`src/rtl/lfsr_gen.sv`:
```
// -----------------------------------------------------------------------------
// lfsr_gen
//   Parametrised pseudo-random sequence generator. Fibonacci or Galois mode is
//   selected at run time. The tap mask is programmable. A rate divider paces
//   free-running advances, and a single-step strobe forces one advance.
//   Other features:
//     - seed loading, with all-ones substituted for a zero seed
//     - lock-up recovery, so the state never becomes zero
//     - sequence-period measurement against the last loaded seed
//
// Parameters
//   WIDTH     register width (3..32)
//   DIV       clock cycles per free-run advance (>= 1)
//   RST_TAPS  tap mask loaded at reset
//
// Ports
//   clk           system clock, rising edge
//   rst           synchronous active-high reset
//   enable        free-run enable (gates the rate divider)
//   step          one-cycle strobe, one advance regardless of enable
//   mode          0 = Fibonacci, 1 = Galois
//   taps_we       tap mask write strobe
//   taps_in       new tap mask
//   seed_load     load seed into the state and the period reference
//   seed          seed value
//   q             current state
//   adv_o         pulse in the cycle after q changed by an advance
//   lockup        pulse: an all-zero next state was replaced by all ones
//   seed_err      pulse: a zero seed was replaced by all ones
//   period        last measured sequence length
//   period_valid  pulse when period updates
// -----------------------------------------------------------------------------
module lfsr_gen #(
   parameter int               WIDTH    = 8,
   parameter int               DIV      = 33554432,
   parameter logic [WIDTH-1:0] RST_TAPS = WIDTH'(8'hB4)
) (
   input  logic             clk,
   input  logic             rst,
   input  logic             enable,
   input  logic             step,
   input  logic             mode,
   input  logic             taps_we,
   input  logic [WIDTH-1:0] taps_in,
   input  logic             seed_load,
   input  logic [WIDTH-1:0] seed,
   output logic [WIDTH-1:0] q,
   output logic             adv_o,
   output logic             lockup,
   output logic             seed_err,
   output logic [WIDTH-1:0] period,
   output logic             period_valid
);

   // The divider counts 0..DIV-1, so it needs ceil(log2(DIV)) bits, and at
   // least one bit when DIV == 1.
   localparam int DIV_W = (DIV > 1) ? $clog2(DIV) : 1;
   localparam logic [DIV_W-1:0] DIV_LAST = DIV_W'(DIV - 1);
   localparam logic [WIDTH-1:0] ALL_ONES = '1;

   logic [WIDTH-1:0] r_q;
   logic [WIDTH-1:0] r_taps;
   logic [WIDTH-1:0] r_seed_ref;
   logic [WIDTH-1:0] r_step_cnt;
   logic [WIDTH-1:0] r_period;
   logic [DIV_W-1:0] r_div_cnt;
   logic             r_adv;
   logic             r_lockup;
   logic             r_seed_err;
   logic             r_period_valid;

   logic             w_tick;
   logic             w_adv;
   logic             w_fib_fb;
   logic [WIDTH-1:0] w_fib_next;
   logic [WIDTH-1:0] w_gal_next;
   logic [WIDTH-1:0] w_next;
   logic             w_lock;
   logic [WIDTH-1:0] w_new_q;
   logic             w_seed_zero;
   logic [WIDTH-1:0] w_seed_val;
   logic             w_hit_ref;

   assign w_tick = enable && (r_div_cnt == DIV_LAST);
   assign w_adv  = w_tick | step;

   // Fibonacci: shift left and insert the parity of the tapped bits at bit 0.
   assign w_fib_fb   = ^(r_q & r_taps);
   assign w_fib_next = {r_q[WIDTH-2:0], w_fib_fb};

   // Galois: shift left and rotate the MSB into bit 0. When the MSB is set,
   // it is also XORed into every bit i whose tap bit i-1 is set.
   assign w_gal_next = {r_q[WIDTH-2:0], r_q[WIDTH-1]}
                     ^ ({r_taps[WIDTH-2:0], 1'b0} & {WIDTH{r_q[WIDTH-1]}});

   assign w_next    = mode ? w_gal_next : w_fib_next;
   assign w_lock    = (w_next == '0);
   assign w_new_q   = w_lock ? ALL_ONES : w_next;
   assign w_hit_ref = (w_new_q == r_seed_ref);

   assign w_seed_zero = (seed == '0);
   assign w_seed_val  = w_seed_zero ? ALL_ONES : seed;

   // NOTE: every register here is updated with non-blocking assignments, so
   // all right-hand sides see pre-edge values regardless of statement order.
   always_ff @(posedge clk) begin
      if (rst) begin
         r_q            <= ALL_ONES;
         r_taps         <= RST_TAPS;
         r_seed_ref     <= ALL_ONES;
         r_div_cnt      <= '0;
         r_step_cnt     <= '0;
         r_period       <= '0;
         r_adv          <= 1'b0;
         r_lockup       <= 1'b0;
         r_seed_err     <= 1'b0;
         r_period_valid <= 1'b0;
      end else begin
         // Pulses default low and are raised only by the event that owns them.
         r_adv          <= 1'b0;
         r_lockup       <= 1'b0;
         r_seed_err     <= 1'b0;
         r_period_valid <= 1'b0;

         // Tap writes are independent of seed loading and advancing.
         if (taps_we) begin
            r_taps <= taps_in;
         end

         if (seed_load) begin
            r_div_cnt <= '0;
         end else if (enable) begin
            r_div_cnt <= w_tick ? '0 : r_div_cnt + DIV_W'(1);
         end

         if (seed_load) begin
            r_q        <= w_seed_val;
            r_seed_ref <= w_seed_val;
            r_seed_err <= w_seed_zero;
            r_step_cnt <= '0;
         end else if (w_adv) begin
            r_q      <= w_new_q;
            r_adv    <= 1'b1;
            r_lockup <= w_lock;
            // step_cnt holds the advances already taken, so the advance that
            // returns to the reference state closes a period of step_cnt + 1.
            if (w_hit_ref) begin
               r_period       <= r_step_cnt + WIDTH'(1);
               r_period_valid <= 1'b1;
               r_step_cnt     <= '0;
            end else begin
               r_step_cnt <= r_step_cnt + WIDTH'(1);
            end
         end
      end
   end

   assign q            = r_q;
   assign adv_o        = r_adv;
   assign lockup       = r_lockup;
   assign seed_err     = r_seed_err;
   assign period       = r_period;
   assign period_valid = r_period_valid;

endmodule

```
`config.mk`:
```
export PLATFORM = sky130hd
export DESIGN_NAME = lfsr_gen
export DESIGN_NICKNAME = d
export VERILOG_FILES = /design/src/rtl/lfsr_gen.sv
export SDC_FILE = /design/constraint.sdc
export NUM_CORES = 1
export LEC_CHECK = 0
export ABC_AREA = 1
export CORE_AREA = 2 2 111 113
export CTS_BUF_LIST = sky130_fd_sc_hd__clkbuf_4 sky130_fd_sc_hd__clkbuf_8 sky130_fd_sc_hd__clkbuf_16
export DETAILED_ROUTE_END_ITERATION = 8
export DIE_AREA = 0 0 113 115
export GPL_ROUTABILITY_DRIVEN = 0
export GPL_TIMING_DRIVEN = 0
export PLACE_DENSITY = 0.52
export SLEW_MARGIN = 20
export SYNTH_ARGS = -nofsm -noshare
export SYNTH_HDL_FRONTEND = slang
export SYNTH_SLANG_ARGS = --single-unit
```
`constraint.sdc`:
```
create_clock -name clk -period 2.43 [get_ports clk]
set_input_delay 0.243 -clock clk [delete_from_list [all_inputs] [get_ports clk]]
set_output_delay 0.243 -clock clk [all_outputs]
set_load 0.02 [all_outputs]
```
After elaboration in Yosys (flattened, before gate mapping)
Cells that the tools add are included.
W data, S select, Z words.
{"block": "totals", "reg_bits": 69, "latchBits": 0, "ramBits": 0, "mem_bits_ro": 0, "in_bits": 23, "out_inout_bits": 20, "elab_cells": 38, "n_memories": 0}
{"block": "op_classes", "addsub": 2, "n_mul": 0, "n_div": 0, "magnitude_cmp": 0, "eq_ne": 2, "shift": 0, "mux": 9, "n_bitwise": 6, "n_reduce_logical": 9}
{"operator": "$mux W8", "n": 6}
{"operator": "$add A25 B1 Y25 const B", "n": 1}
{"operator": "$eq A25 B25 Y1 const B", "n": 1}
{"operator": "$mux W25", "n": 1}
{"operator": "$and A8 B8 Y8", "n": 2}
{"operator": "$logic_not A8 Y1", "n": 2}
{"operator": "$add A8 B1 Y8 const B", "n": 1}
{"operator": "$eq A8 B8 Y1", "n": 1}
{"operator": "$reduce_xor A8 Y1", "n": 1}
{"operator": "$xor A8 B8 Y8", "n": 1}
{"operator": "$reduce_or A2 Y1", "n": 2}
{"operator": "$reduce_and A3 Y1", "n": 1}
{"operator": "$reduce_or A3 Y1", "n": 1}
{"operator": "$mux W1", "n": 2}
{"operator": "$not A1 Y1", "n": 2}
{"operator": "$reduce_bool A2 Y1", "n": 1}
{"operator": "$logic_and A1 B1 Y1", "n": 1}
{"operator": "$or A1 B1 Y1", "n": 1}

Logic depth before layout (Yosys ltp)
Gate-level depths: netlist (run 1).
{"block": "logic_depth", "ltp_word": 7, "depth_mapped": 20, "depth_no_buf": 20}

Least setup slack after synthesis (run 1)
Ideal clock, no wire load.
{"block": "synth_timing", "path_type": "flip-flop to flip-flop", "startpoint": "register r_q[7] (netlist: q[7])", "endpoint": "register r_period[0] (netlist: period[0])", "setup_time_ps": 113, "t_arrival_ps": 2094, "path_slack_ps": 223, "stages_incl_launch_ff": 20, "period_less_slack_ps": 2207, "path_cell_list": "dfxtp_1 nand2_2 inv_2 buf_6 nand2_1 nand2_1 nand2_1 nor2_1 nand2_1 nor2_2 nand3_2 buf_6 nand3_4 nand2_2 clkinv_2 nand2_2 nor2_4 nand3_4 nor2_1 nor2_1"}
{"block": "synth_via", "elab_chain_len": 7, "elab_cells_between_ends": 9, "classes_between": "eq/ne: 1; mux: 2; bitwise: 3; reduce/logical: 3"}
{"item": "start: declaration", "line_no": "61", "text": "logic [WIDTH-1:0] r_q;"}
{"item": "start signal: assignment", "line_no": "137", "text": "r_q <= w_seed_val;"}
{"item": "start signal: assignment", "line_no": "142", "text": "r_q <= w_new_q;"}
{"item": "$and A8 B8 Y8 (on tied branches)", "line_no": "88, 94"}
{"item": "$reduce_xor A8 Y1 or $xor A8 B8 Y8 (tied branches)", "line_no": "88, 94"}
{"item": "$mux W8 *", "line_no": "96", "text": "assign w_next = mode ? w_gal_next : w_fib_next;"}
{"item": "$logic_not A8 Y1", "line_no": "97", "text": "assign w_lock = (w_next == '0);"}
{"item": "$mux W8 *", "line_no": "98", "text": "assign w_new_q = w_lock ? ALL_ONES : w_next;"}
{"item": "$eq A8 B8 Y1 *", "line_no": "99", "text": "assign w_hit_ref = (w_new_q == r_seed_ref);"}
{"item": "$reduce_and A3 Y1 (no line) *"}
{"item": "end signal: assignment", "line_no": "148", "text": "r_period <= r_step_cnt + WIDTH'(1);"}
{"item": "end: declaration", "line_no": "65", "text": "logic [WIDTH-1:0] r_period;"}
Every way passes the cells marked *; elsewhere a longest branch is shown, timed or not.
A chain may end at the register's enable or synchronous reset.

Worst setup path in the final report (run 1)
{"block": "layout_timing", "startpoint": "register r_q[7] (netlist: q[7])", "endpoint": "register r_step_cnt[5]"}
{"block": "layout_via", "elab_chain_len": 7, "elab_cells_between_ends": 9, "classes_between": "eq/ne: 1; mux: 3; bitwise: 3; reduce/logical: 2"}
{"item": "$and A8 B8 Y8 (on tied branches)", "line_no": "88, 94"}
{"item": "$reduce_xor A8 Y1 or $xor A8 B8 Y8 (tied branches)", "line_no": "88, 94"}
{"item": "$mux W8 *", "line_no": "96"}
{"item": "$logic_not A8 Y1", "line_no": "97"}
{"item": "$mux W8 *", "line_no": "98"}
{"item": "$eq A8 B8 Y1 *", "line_no": "99"}
{"item": "$mux W8 *", "line_no": "147", "text": "if (w_hit_ref) begin"}
{"item": "end signal: assignment", "line_no": "152", "text": "r_step_cnt <= r_step_cnt + WIDTH'(1);"}
{"item": "end: declaration", "line_no": "64", "text": "logic [WIDTH-1:0] r_step_cnt;"}
Marks and branches as above.

==> out/metrics.yaml, run 1 <==
worst_pin_slew_ns: 0.711
fmax_ghz: 0.435
critPathRequiredTime_ns: 2.62
drt-total-wl_mm: 9.63
grt_util_all_layers_pct: 15.7
antenna_found_initial: 0
synth.largest_area_cell: "dfxtp_1"
synth_seq_area_share_pct: 38.7
initial_utilization_pct: 30.2
dr.pass1.iters: 7
violations: "DRC"
cts-buffers-inserted: 9
ys_warn_count: 0
yosys.cell_types.count: 36
worstSetupStartpoint: "q[7]"
ys_ff_latch: 69
io_pins: 43
slew-limit-headroom_pct: 52.4
die_h_um: 115
final_antenna_net_count: 0
worstSetupPathType: "reg -> reg"
p_leak_nw: 2.00
cts_root_buffer: "clkbuf_16"
stdcell_area_um2: 4830
clkTransAtPathRegs_ns: 0.06
cts_tree: "built"
core_area_um2: 11800
status: "finished with violations"
netlist_instances: 531
cts_hold_buf: 0
fin_crit_sh_pct: 94.6
grt_pass1_wl_mm: 16.2
die_w_um: 113
io_buffers: 40
hold_violations: 0
synthesis.area_um2: 3570
finClkSkew_ns: 0.00774
setup_viol: 0
clock_latency_ns: 0.33
arrival_ns: 2.49
cp-start-kind: "register"
wl_per_cell_um: 12.8
drive_gt1_share_pct: 17.9
synth_most_common_cell: "nand2_1"
synth_ff_type: "dfxtp_1"
peakVddDrop_uv: 432
drcViolationCount: 2
drtIter0Drc: 142
async_reset_ff_share_pct: 0
synth_nets: 556
clock_sink_count: 69
synth_common_cells: "147 x nand2_1, 71 x nor2_1, 69 x dfxtp_1"
grt_overflow: 0
dieArea_um2: 13000
cts_buffer_depth: 2
placed_area_um2: 4160
syn_avg_cell_area_um2: 6.72
rsz0062_at_grt: "yes"
worst_setup_path_end_kind: "register"
drv_cap: 0
drt-vias-per-instance: 4.69
synth_edf_count: 0
hp-class: "in -> reg"
fin_cells: 751
via_count: 3525
synth_area_leaders: "dfxtp_1 39%, nand2_1 15%, nor2_1 7.5%"
grt_pass1_vias: 3351
grt_max_degree: 12
r2r-start: "q[7]"
dp_hpwl_mm: 7.07
power_density_nw_per_um2: 642
fin_nets: 624
dpl.cell_count: 718
min_from: "taps_we"
std_cell_rows: 40
area_growth_pct: 35.2
n_antenna_cell: 0
final_max_slew_viol_count: 0
netlist.area_leader.share_pct: 38.7
cts_max_level: 3
finalCriticalPeriod_ns: 2.30
path_max_fanout: 8
sequential cells by signal (all words and copies together) (netlist names):
signal        cells
q                 8
period            8
r_div_cnt        25
period_valid      1
adv_o             1
seed_err          1
r_step_cnt        8
r_taps            8
lockup            1
r_seed_ref        8
path summary, 6_finish.rpt:
kind | to | slack [ns] | cells after the start
min reg2reg | r_step_cnt[4] | 0.47 | 2
max | r_step_cnt[5] | 0.13 | 19
min | r_taps[5] | 0.32 | 3
max reg2reg | r_step_cnt[5] | 0.13 | 19
power by group:
group	total [mW]	internal, mW	switching [mW]	leakage, nW
Sequential	1.20	1.17	0.0355	0.563
Clock	1.44	0.962	0.481	0.166
Combinational	0.451	0.184	0.267	1.27
layout by cell type (no fill, tap or decap), types with 3 or more instances in the layout:
master           count
xnor2_1              5
dfxtp_1             55
a21oi_1             22
nand3b_1             7
nor2_4               5
xor2_1              11
nand4_1              9
o21ai_0             17
clkinv_2             3
nor3_1              15
clkdlybuf4s50_1     39
clkbuf_1             6
o211ai_1             6
buf_4               13
nor2_1              67
nor4_1               4
clkbuf_16            9
nor2_2               3
dfxtp_2              9
nand3_1             36
nand2_2             27
buf_6                5
nand2_4              5
nand2_1            121
nand3_2              7
dfxtp_4              5
nand3_4              4
inv_1               63
cells by family (layout without fill, tap and decap cells):
family          after synthesis  count (layout)  share of synthesized area, %
xor+xnor                     17              17                          4.17
compound gates               55              55                          9.00
fa+ha+maj                     2               2                         0.701
simple gates                311             312                          38.8
flops                        69              69                          38.7
buf+inv                      77             149                          8.69
routing by layer:
| layer | global-route usage, % | up-vias | wire length, um |
|---|---|---|---|
| li1 | - | 1848 | - |
| met1 | 20.6 | 1605 | 4580 |
| met2 | 25.5 | 53 | 4490 |
| met3 | 3.69 | 19 | 332 |
| met4 | 5.37 | 0 | 217 |
| met5 | 0 | - | 0 |
layout make-up:
type / count / area, um^2
plain buffers: 11 / 66.3
flip-flops and latches: 69 / 1410
multi-input cells: 386 / 2050
repair buffers: 56 / 534
well taps: 147 / 184
inverters: 66 / 251
fillers: 1250 / 6980
clock buffers: 12 / 260
clock inverters: 4 / 70.1
metrics by stage:
step | setup TNS, ns | total power, mW | worst slack (ns) | hold slack (ns) | utilization [%]
2_1_floorplan | 0 | 1.47 | 0.223 | 0.365 | -
3_3_place_gp | -7.60 | 1.60 | -0.461 | 0.445 | 35.2
3_5_place_dp | -8.17 | 1.61 | -0.493 | 0.449 | 35.2
4_1_cts | 0 | 3.08 | 0.0105 | 0.325 | 38.9
5_1_grt | -0.239 | 3.24 | -0.0380 | 0.360 | 40.9
6_report | 0 | 3.10 | 0.131 | 0.321 | 40.9
critical path, cell delays in order, from the launching register on:
cell	delay, ns
dfxtp_4	0.38
nand2_4	0.06
inv_4	0.07
buf_6	0.11
nand2_1	0.05
nand2_1	0.05
nand2_1	0.08
nor2_1	0.12
nand2_1	0.09
nor2_4	0.12
nand3_4	0.11
buf_6	0.15
nand2_4	0.06
nand2_2	0.05
nand2_2	0.08
nand2_2	0.07
nor2_4	0.22
nand2_4	0.13
nand3_1	0.09
a21oi_1	0.06
what timing repair did:
item / 4_1_cts / 5_1_grt
gates resized for setup: 17 / 61
gates cloned: 1 / 1
buffers inserted: 7 / 8
pin swaps: 7 / 21
setup endpoints to repair: 17 / 28
No activity file was read; power rests on OpenSTA's default activity.
==> run 2: changes to the inputs <==
--- a/config.mk
+++ b/config.mk
@@ -12,7 +12,7 @@
 export DIE_AREA = 0 0 113 115
 export GPL_ROUTABILITY_DRIVEN = 0
 export GPL_TIMING_DRIVEN = 0
-export PLACE_DENSITY = 0.52
+export PLACE_DENSITY = 0.53
 export SLEW_MARGIN = 20
 export SYNTH_ARGS = -nofsm -noshare
 export SYNTH_HDL_FRONTEND = slang
==> constraint.sdc (replaced) <==
create_clock -name clk -period 1.9 [get_ports clk]
set_input_delay 0.19 -clock clk [delete_from_list [all_inputs] [get_ports clk]]
set_output_delay 0.19 -clock clk [all_outputs]
set_load 0.02 [all_outputs]
==> run 2 against run 1 <==
  * The flow finishes with violations (DRC, setup timing)
  * Routed wire length grew 8.1%
  * Global-route usage grew 0.49 points
  * Total power grew 21%
  * First-iteration DRC count grew 24%
  * Register-to-register slack lost 0.58 ns
  * Final cell count grew 3.3%
  * Critical endpoint is now r_step_cnt[7]
==> out/metrics.yaml, run 2 (synthesized netlist as in run 1, its figures left out) <==
slew-limit-headroom_pct: 60.4
die_w_um: 113
rsz0062_at_grt: "yes"
finalCriticalPeriod_ns: 2.35
die_h_um: 115
drv_cap: 0
peakVddDrop_uv: 309
cts-buffers-inserted: 9
io_buffers: 40
antenna_found_initial: 0
worstSetupPathType: "reg -> reg"
via_count: 3721
power_density_nw_per_um2: 711
setup_viol: 18
grt_pass1_wl_mm: 16.8
sw_frac_of_total_pct: 29.5
switchingPower_mw: 1.11
fin_crit_sh_pct: 124
clock_latency_ns: 0.34
grt_max_degree: 14
p_comb_share_pct: 17.2
cts_root_buffer: "clkbuf_16"
hp-class: "in -> reg"
final_antenna_net_count: 0
n_antenna_cell: 0
dieArea_um2: 13000
final_max_slew_viol_count: 0
grt_util_all_layers_pct: 16.2
worst_setup_path_end_kind: "register"
cp-start-kind: "register"
reg2reg_slack_ns: -0.45
violations: "DRC, setup timing"
cts_buffer_depth: 2
drive_gt1_share_pct: 32.0
layout_common_cells: "111 x nand2_1, 57 x inv_1, 54 x nor2_1"
grt_pass1_vias: 3489
initial_utilization_pct: 30.2
fin_nets: 649
worst_pin_slew_ns: 0.594
cts_tree: "built"
cts_max_level: 3
status: "finished with violations"
grt_overflow: 0
clock_sink_count: 69
place_ws_ns: -0.935
area_growth_pct: 47.7
critPathRequiredTime_ns: 2.16
intPower_mw: 2.65
drt-total-wl_mm: 10.4
clkTransAtPathRegs_ns: 0.06
p_leak_nw: 2.18
final_common_cell: "nand2_1"
path_max_fanout: 8
fmax_ghz: 0.426
dr.pass1.iters: 6
drtIter0Drc: 176
setup_slack_ns: -0.447
drt-vias-per-instance: 4.80
arrival_ns: 2.61
wl_per_cell_um: 13.4
hold_violations: 0
io_pins: 43
top_register: "r_div_cnt"
dp_hpwl_mm: 6.94
finClkSkew_ns: 0.0107
p_clk_share_pct: 42.0
tns_ns: -7.20
seq_power_share_pct: 40.8
largest_reg_flops: 25
std_cell_rows: 40
drcViolationCount: 3
core_area_um2: 11800
-- run 2: cell types whose count changed in the layout (fill, tap and decap cells not counted), sizes merged --
cell           before  now
buf                20   45
clkdlybuf4s50      39   38
dlygate4sd2         1    2
bufinv              2    0
clkinv              3    4
clkbuf             19   16
inv                65   67
clkinvlp            0    2
-- run 2: path summary, 6_finish.rpt --
| check | startpoint | end | cells after the start |
|---|---|---|---|
| worst min register to register | r_seed_ref[6] | r_seed_ref[6] | 2 |
| worst max register to register | q[7] | r_step_cnt[7] | 19 |
| worst max-delay path | q[7] | r_step_cnt[7] | 19 |
| worst min-delay path | taps_we | r_taps[4] | 3 |
-- run 2: per-layer routing --
layer / vias up / GRT usage, % / wire length, um
li1: 1902 / - / -
met1: 1757 / 20.6 / 4730
met4: 0 / 6.75 / 172
met5: - / 0 / 0
met3: 13 / 3.00 / 340
met2: 49 / 27.0 / 5160
-- run 2: area by class of cell --
| class | instances | area (um^2) |
|---|---|---|
| clock buffer | 9 | 225 |
| multi-input combinational | 386 | 2310 |
| fill | 1218 | 6540 |
| buffer | 11 | 76.3 |
| sequential | 69 | 1450 |
| clock inverter | 7 | 48.8 |
| timing repair buffer | 81 | 731 |
| inverter | 66 | 254 |
| tap | 147 | 184 |
-- run 2: repair_timing --
action / CTS / global route
hold buffers: 0 / 0
endpoints found under the setup margin: 42 / 42
setup buffers: 21 / 19
resized for setup: 63 / 94
pin swaps: 28 / 48
endpoints found under the hold margin: 0 / 0
cloned: 2 / 1
-- run 2: worst max-delay path, stage by stage (launching register included) --
cell and delay, ns:
dfxtp_4 0.38, nand2_4 0.06, inv_4 0.07, buf_6 0.12
nand2_4 0.04, nand2_2 0.06, nand2_2 0.07, nor2_1 0.11
nand2_1 0.09, nor2_4 0.12, nand3_4 0.14, buf_8 0.17
buf_6 0.13, nand3b_1 0.08, nand2_2 0.08, nand2_2 0.09
nor2_4 0.07, nand2_4 0.15, nand3_4 0.09, a21oi_2 0.14
-- run 2: power by group through the flow --
stage	sequential, mW	clock (mW)	combinational [mW]
2_1_floorplan	1.58	0	0.310
3_3_place_gp	1.57	0	0.488
3_5_place_dp	1.57	0	0.493
4_1_cts	1.54	1.60	0.567
5_1_grt	1.54	1.68	0.713
6_report	1.53	1.58	0.644
-- run 2: through the flow --
stage | util [%] | hold slack (ns) | std cells | instance area (um^2) | total power, mW
final | 44.7 | 0.244 | 776 | 5280 | 3.75
after floorplan | - | 0.312 | 531 | 3590 | 1.89
after global routing | 44.7 | 0.288 | 776 | 5280 | 3.93
after global placement | 35.3 | 0.451 | 718 | 4180 | 2.06
after CTS | 40.9 | 0.248 | 757 | 4830 | 3.70
after detailed placement | 35.3 | 0.463 | 718 | 4180 | 2.06
==> run 3: changes to the inputs <==
--- a/config.mk
+++ b/config.mk
@@ -7,13 +7,15 @@
 export LEC_CHECK = 0
 export ABC_AREA = 1
 export CORE_AREA = 2 2 111 113
-export CTS_BUF_LIST = sky130_fd_sc_hd__clkbuf_4 sky130_fd_sc_hd__clkbuf_8 sky130_fd_sc_hd__clkbuf_16
+export CTS_BUF_LIST = sky130_fd_sc_hd__clkbuf_8
 export DETAILED_ROUTE_END_ITERATION = 8
 export DIE_AREA = 0 0 113 115
 export GPL_ROUTABILITY_DRIVEN = 0
 export GPL_TIMING_DRIVEN = 0
+export HOLD_SLACK_MARGIN = 0.06
 export PLACE_DENSITY = 0.53
 export SLEW_MARGIN = 20
 export SYNTH_ARGS = -nofsm -noshare
 export SYNTH_HDL_FRONTEND = slang
 export SYNTH_SLANG_ARGS = --single-unit
+export TNS_END_PERCENT = 5
==> run 3 against run 2 <==
  * The flow still finishes with violations (DRC, setup timing)
  * Cell area is 9.6% lower
  * Die area stayed put
  * Final cell count is 3.2% lower
  * Register-to-register slack better by 0.04 ns
  * Sequential share of layout area is 2.4 points higher
  * Core utilization is 4.3 points lower
  * Clock-buffer cell count is 2 higher
  * Sequential power hardly changed
  * Highest routed layer unchanged
==> out/metrics.yaml, run 3 (synthesized netlist as in run 1, its figures left out) <==
die_w_um: 113
hold_violations: 0
n_antenna_cell: 0
clock_sink_count: 69
final_max_slew_viol_count: 0
crit_chain: "clkdlybuf4s50_1, nand2_4, inv_4, nand2_1, xor2_1, nand2_1, nor2_4, nand3_4, buf_8, buf_6, nand3b_1, nand2_2, nand2_2, nor2_4, nand2_4, nand3_2, a21oi_2"
finalHoldWorstSlack_ns: 0.228
crit_buf_inv: 4
antenna_found_initial: 0
grt_pass1_wl_mm: 16.1
io_buffers: 40
path_max_fanout: 8
clock_latency_ns: 0.35
drt-vias-per-instance: 4.74
fill_cells: 1216
critPathTopFamily: "simple AND/OR/NAND/NOR gates"
fin_nets: 625
via_count: 3556
cts_hold_buf: 0
worst_setup_path_end_kind: "register"
area_growth_pct: 33.6
clkTransAtPathRegs_ns: 0.07
drive_gt1_share_pct: 20.4
initial_utilization_pct: 30.2
grt_overflow: 0
cts-buffers-inserted: 9
cp-start-kind: "input pin"
grt_pass1_vias: 3279
worst_pin_slew_ns: 0.553
largest_reg_flops: 25
cts_max_level: 3
finalCriticalPeriod_ns: 2.32
wl_per_cell_um: 12.8
slowest_delay_ns: 0.53
drv_cap: 0
drtIter0Drc: 151
hp-class: "in -> reg"
dp_hpwl_mm: 6.89
final_common_cell: "nand2_1"
setup_viol: 24
cts_root_buffer: "clkbuf_8"
rsz0062_at_grt: "yes"
core_area_um2: 11800
dr.pass1.iters: 7
io_pins: 43
peakVddDrop_uv: 398
top_register: "r_div_cnt"
fmax_ghz: 0.431
drcViolationCount: 4
final_antenna_net_count: 0
finClkSkew_ns: 0.00889
cts_buffer_depth: 2
power_density_nw_per_um2: 699
crit_slowest_cell: "clkdlybuf4s50_1"
status: "finished with violations"
fin_crit_sh_pct: 122
violations: "DRC, setup timing"
grt_max_degree: 12
setup_slack_ns: -0.418
p_leak_nw: 1.93
drt-total-wl_mm: 9.58
arrival_ns: 2.60
layout_common_cells: "131 x nand2_1, 62 x inv_1, 59 x nor2_1"
die_h_um: 115
place_ws_ns: -0.911
std_cell_rows: 40
dieArea_um2: 13000
grt_util_all_layers_pct: 15.6
slew-limit-headroom_pct: 63.2
worstSetupPathType: "in -> reg"
critPathRequiredTime_ns: 2.18
cts_tree: "built"
[run 3: cell types whose count changed in the layout (fill, tap and decap cells not counted), moves of 5 or more]
| cell | change |
|---|---|
| dfxtp_4 | -5 |
| clkbuf_8 | +12 |
| nand2_2 | -15 |
| dfxtp_1 | +8 |
| inv_1 | +5 |
| nand2_4 | -5 |
| nor2_1 | +5 |
| clkbuf_16 | -10 |
| nand3_2 | -6 |
| nand3_1 | +6 |
| nand2_1 | +20 |
| buf_4 | -24 |
[run 3: tightest hold or removal path, delay by kind of cell]
family | cells | cell delay [ns]
AND/OR/NAND/NOR | 2 | 0.16
buffers and inverters | 1 | 0.18
[run 3: per-layer routing]
metal | wire length, um | GRT usage, % | vias to the layer above
met5 | 0 | 0 | -
met3 | 368 | 3.74 | 10
li1 | - | - | 1851
met2 | 4630 | 26.1 | 58
met4 | 165 | 5.93 | 0
met1 | 4420 | 19.6 | 1637
[run 3: per-stage QoR]
| step | total power, mW | util (%) | cell area (um^2) | TNS (ns) | instances |
|---|---|---|---|---|---|
| 4_1_cts | 3.33 | 39.0 | 4600 | -7.00 | 745 |
| 2_1_floorplan | 1.89 | - | 3580 | -2.16 | 531 |
| 6_report | 3.34 | 40.4 | 4770 | -7.05 | 751 |
| 5_1_grt | 3.52 | 40.4 | 4770 | -12.85 | 751 |
| 3_5_place_dp | 2.06 | 35.3 | 4170 | -24.52 | 718 |
| 3_3_place_gp | 2.05 | 35.3 | 4170 | -24.19 | 718 |
[run 3: area by class of cell]
type	instances	area (um^2)	area share, %
Sequential cell	69	1420	29.8
Tap cell	147	184	3.86
Inverter	66	251	5.27
Clock buffer	11	151	3.17
Buffer	11	76.3	1.60
Clock inverter	4	48.8	1.02
Multi-Input combinational cell	386	2100	44.0
Timing Repair Buffer	57	538	11.3
[run 3: path summary, 6_finish.rpt]
| kind | from | endpoint | slack, ns | cells after the start |
|---|---|---|---|---|
| worst min-delay path | taps_we | r_taps[4] | 0.23 | 3 |
| worst max-delay path | mode | r_step_cnt[1] | -0.42 | 17 |
| worst max register to register | q[7] | r_step_cnt[1] | -0.41 | 16 |
| worst min register to register | r_step_cnt[4] | r_step_cnt[4] | 0.47 | 2 |
[run 3: repair_timing]
item,CTS,global route
buffers inserted,10,6
gates resized for setup,43,43
pin swaps,16,22
endpoints found under the setup margin,42,46
cloned,2,0
[run 3: report_power, final]
group	internal (mW)	total [mW]	switching, mW	leakage, nW
sequential	1.49	1.54	0.0462	0.567
clock	0.666	1.22	0.551	0.0988
combinational	0.242	0.581	0.339	1.27
==> edit, RTL diff (flow settings as in run 3) <==
`DIV`: 33554432 -> 16777216.
--- a/src/rtl/lfsr_gen.sv
+++ b/src/rtl/lfsr_gen.sv
@@ -34,3 +34,3 @@
    parameter int               WIDTH    = 8,
-   parameter int               DIV      = 33554432,
+   parameter int               DIV      = 16777216,
    parameter logic [WIDTH-1:0] RST_TAPS = WIDTH'(8'hB4)
Formal check against the unedited RTL: same outputs for any inputs over 4 cycles, from zero or initial values and one cycle with rst high; that may be too few to reach the edited logic, so the function may still have changed.
==> edit against run 3 <==
  * The flow still finishes with violations (design-rule violations, negative setup slack)
  * Register-to-register slack got worse by 30 ps
  * Clock power fell by 18%
  * Hold slack improved by 16 ps
  * Critical path depth rose by 4
  * Wire length fell by 1.0%
  * Core utilization fell by 1.4 points
  * Clock skew rose by 4.0 ps
  * Fmax fell by 0.99%
  * Total power fell by 7.6%
  * Setup slack got worse by 23 ps
  * Sequential cell count fell by 1
  * Area after synthesis fell by 0.84%
  * Largest cell class unchanged
  * Final area fell by 3.6%
==> edit: results <==
logic_synthesis:
  synth_xor_xnor_area_share_pct: 3.710
  synthesis.nets: 558
  post_synth_num_cell_types: 34
  synth_common_cells: "163 x nand2_1, 68 x dfxtp_1, 59 x nor2_1, 58 x inv_1, 35 x nand3_1"
  synthAdderAreaFrac_pct: 0.7067
cts:
  clk_latency_ps: 370
  cts_resized: 25
  cts_setup_buffers: 3
route:
  num_vias: 3603
  drt_iter0_markers: 223
  wire_per_inst_um: 12.70
  drc: 5
timing:
  clock_skew_ps: 12.90
  worst_pin_slew_ps: 581.8
  tns_ps: -6375
  finalSetupViolCount: 18
  setup_slack_ps: -441.3
setup_path:
  cpPeakStageDelay_ps: 380
  cpMaxStageDelayCell: "dfxtp_4"
  crit_arrival_ps: 2640
global_route:
  grt_util_met2_pct: 24.83
  grt_pass1_wl_um: 15490
  track_usage_pct: 14.81
pwr:
  p_leak_nw: 1.960
  vdd_drop_max_mv: 0.3442
status:
  violations: "design-rule violations, negative setup slack"
  status: "complete, but fails checks"
finish:
  largest_reg_flops: 24
  drive_gt1_share_pct: 16.33
place:
  port_buffers: 38
[edit: cell types whose count changed after synthesis, moves of 3 or more]
| cell | run 3 | this run |
|---|---|---|
| nand2_2 | 6 | 3 |
| inv_1 | 63 | 58 |
| clkinv_1 | 0 | 4 |
| nand3_1 | 40 | 35 |
| nand2_1 | 147 | 163 |
| nand4_1 | 9 | 17 |
| nor2_1 | 71 | 59 |
[edit: through the flow]
stage	power (mW)	hold WS (ps)	instances	area, sq um	setup slack (ps)
global placement	2.023	443.4	718	4119	-875.5
global route	3.259	276.0	747	4601	-635.9
CTS	3.068	227.9	737	4380	-437.4
finish	3.082	243.8	747	4601	-441.3
floorplan	1.861	312.1	533	3555	-192.0
detailed placement	2.031	456.6	718	4119	-872.6
[edit: layout make-up]
cell class	instances	area (sq um)
fill	1295	7211
multi-input combinational	388	2037
sequential	68	1386
timing repair buffer	51	505.5
inverter	64	244.0
tap	147	183.9
clock buffer	9	123.9
buffer	13	90.09
clock inverter	7	30.03
[edit: power by group]
part	internal [mW]	switching (mW)	total [mW]
Clock	0.447	0.552	0.999
Sequential	1.47	0.0454	1.52
Combinational	0.228	0.337	0.566
[edit: worst paths after layout]
check | start | endpoint | slack [ps] | cells after the start
worst max-delay path | q[7] | period[7] | -440 | 21
worst min-delay path | enable | r_div_cnt[1] | 240 | 3
worst max register to register | q[7] | period[7] | -440 | 21
worst min register to register | r_taps[7] | r_taps[7] | 470 | 2
[edit: tightest hold or removal path, delay by kind of cell]
family / cells / cell delay (ps)
AND/OR/NAND/NOR: 1 / 130
buffers and inverters: 1 / 180
AO/OA/AOI/OAI: 1 / 60
[edit: per-layer routing]
metal / vias up / share of wire [%]
li1: 1850 / -
met1: 1665 / 47
met2: 75 / 47
met3: 13 / 4.4
met4: 0 / 1.7
met5: - / 0
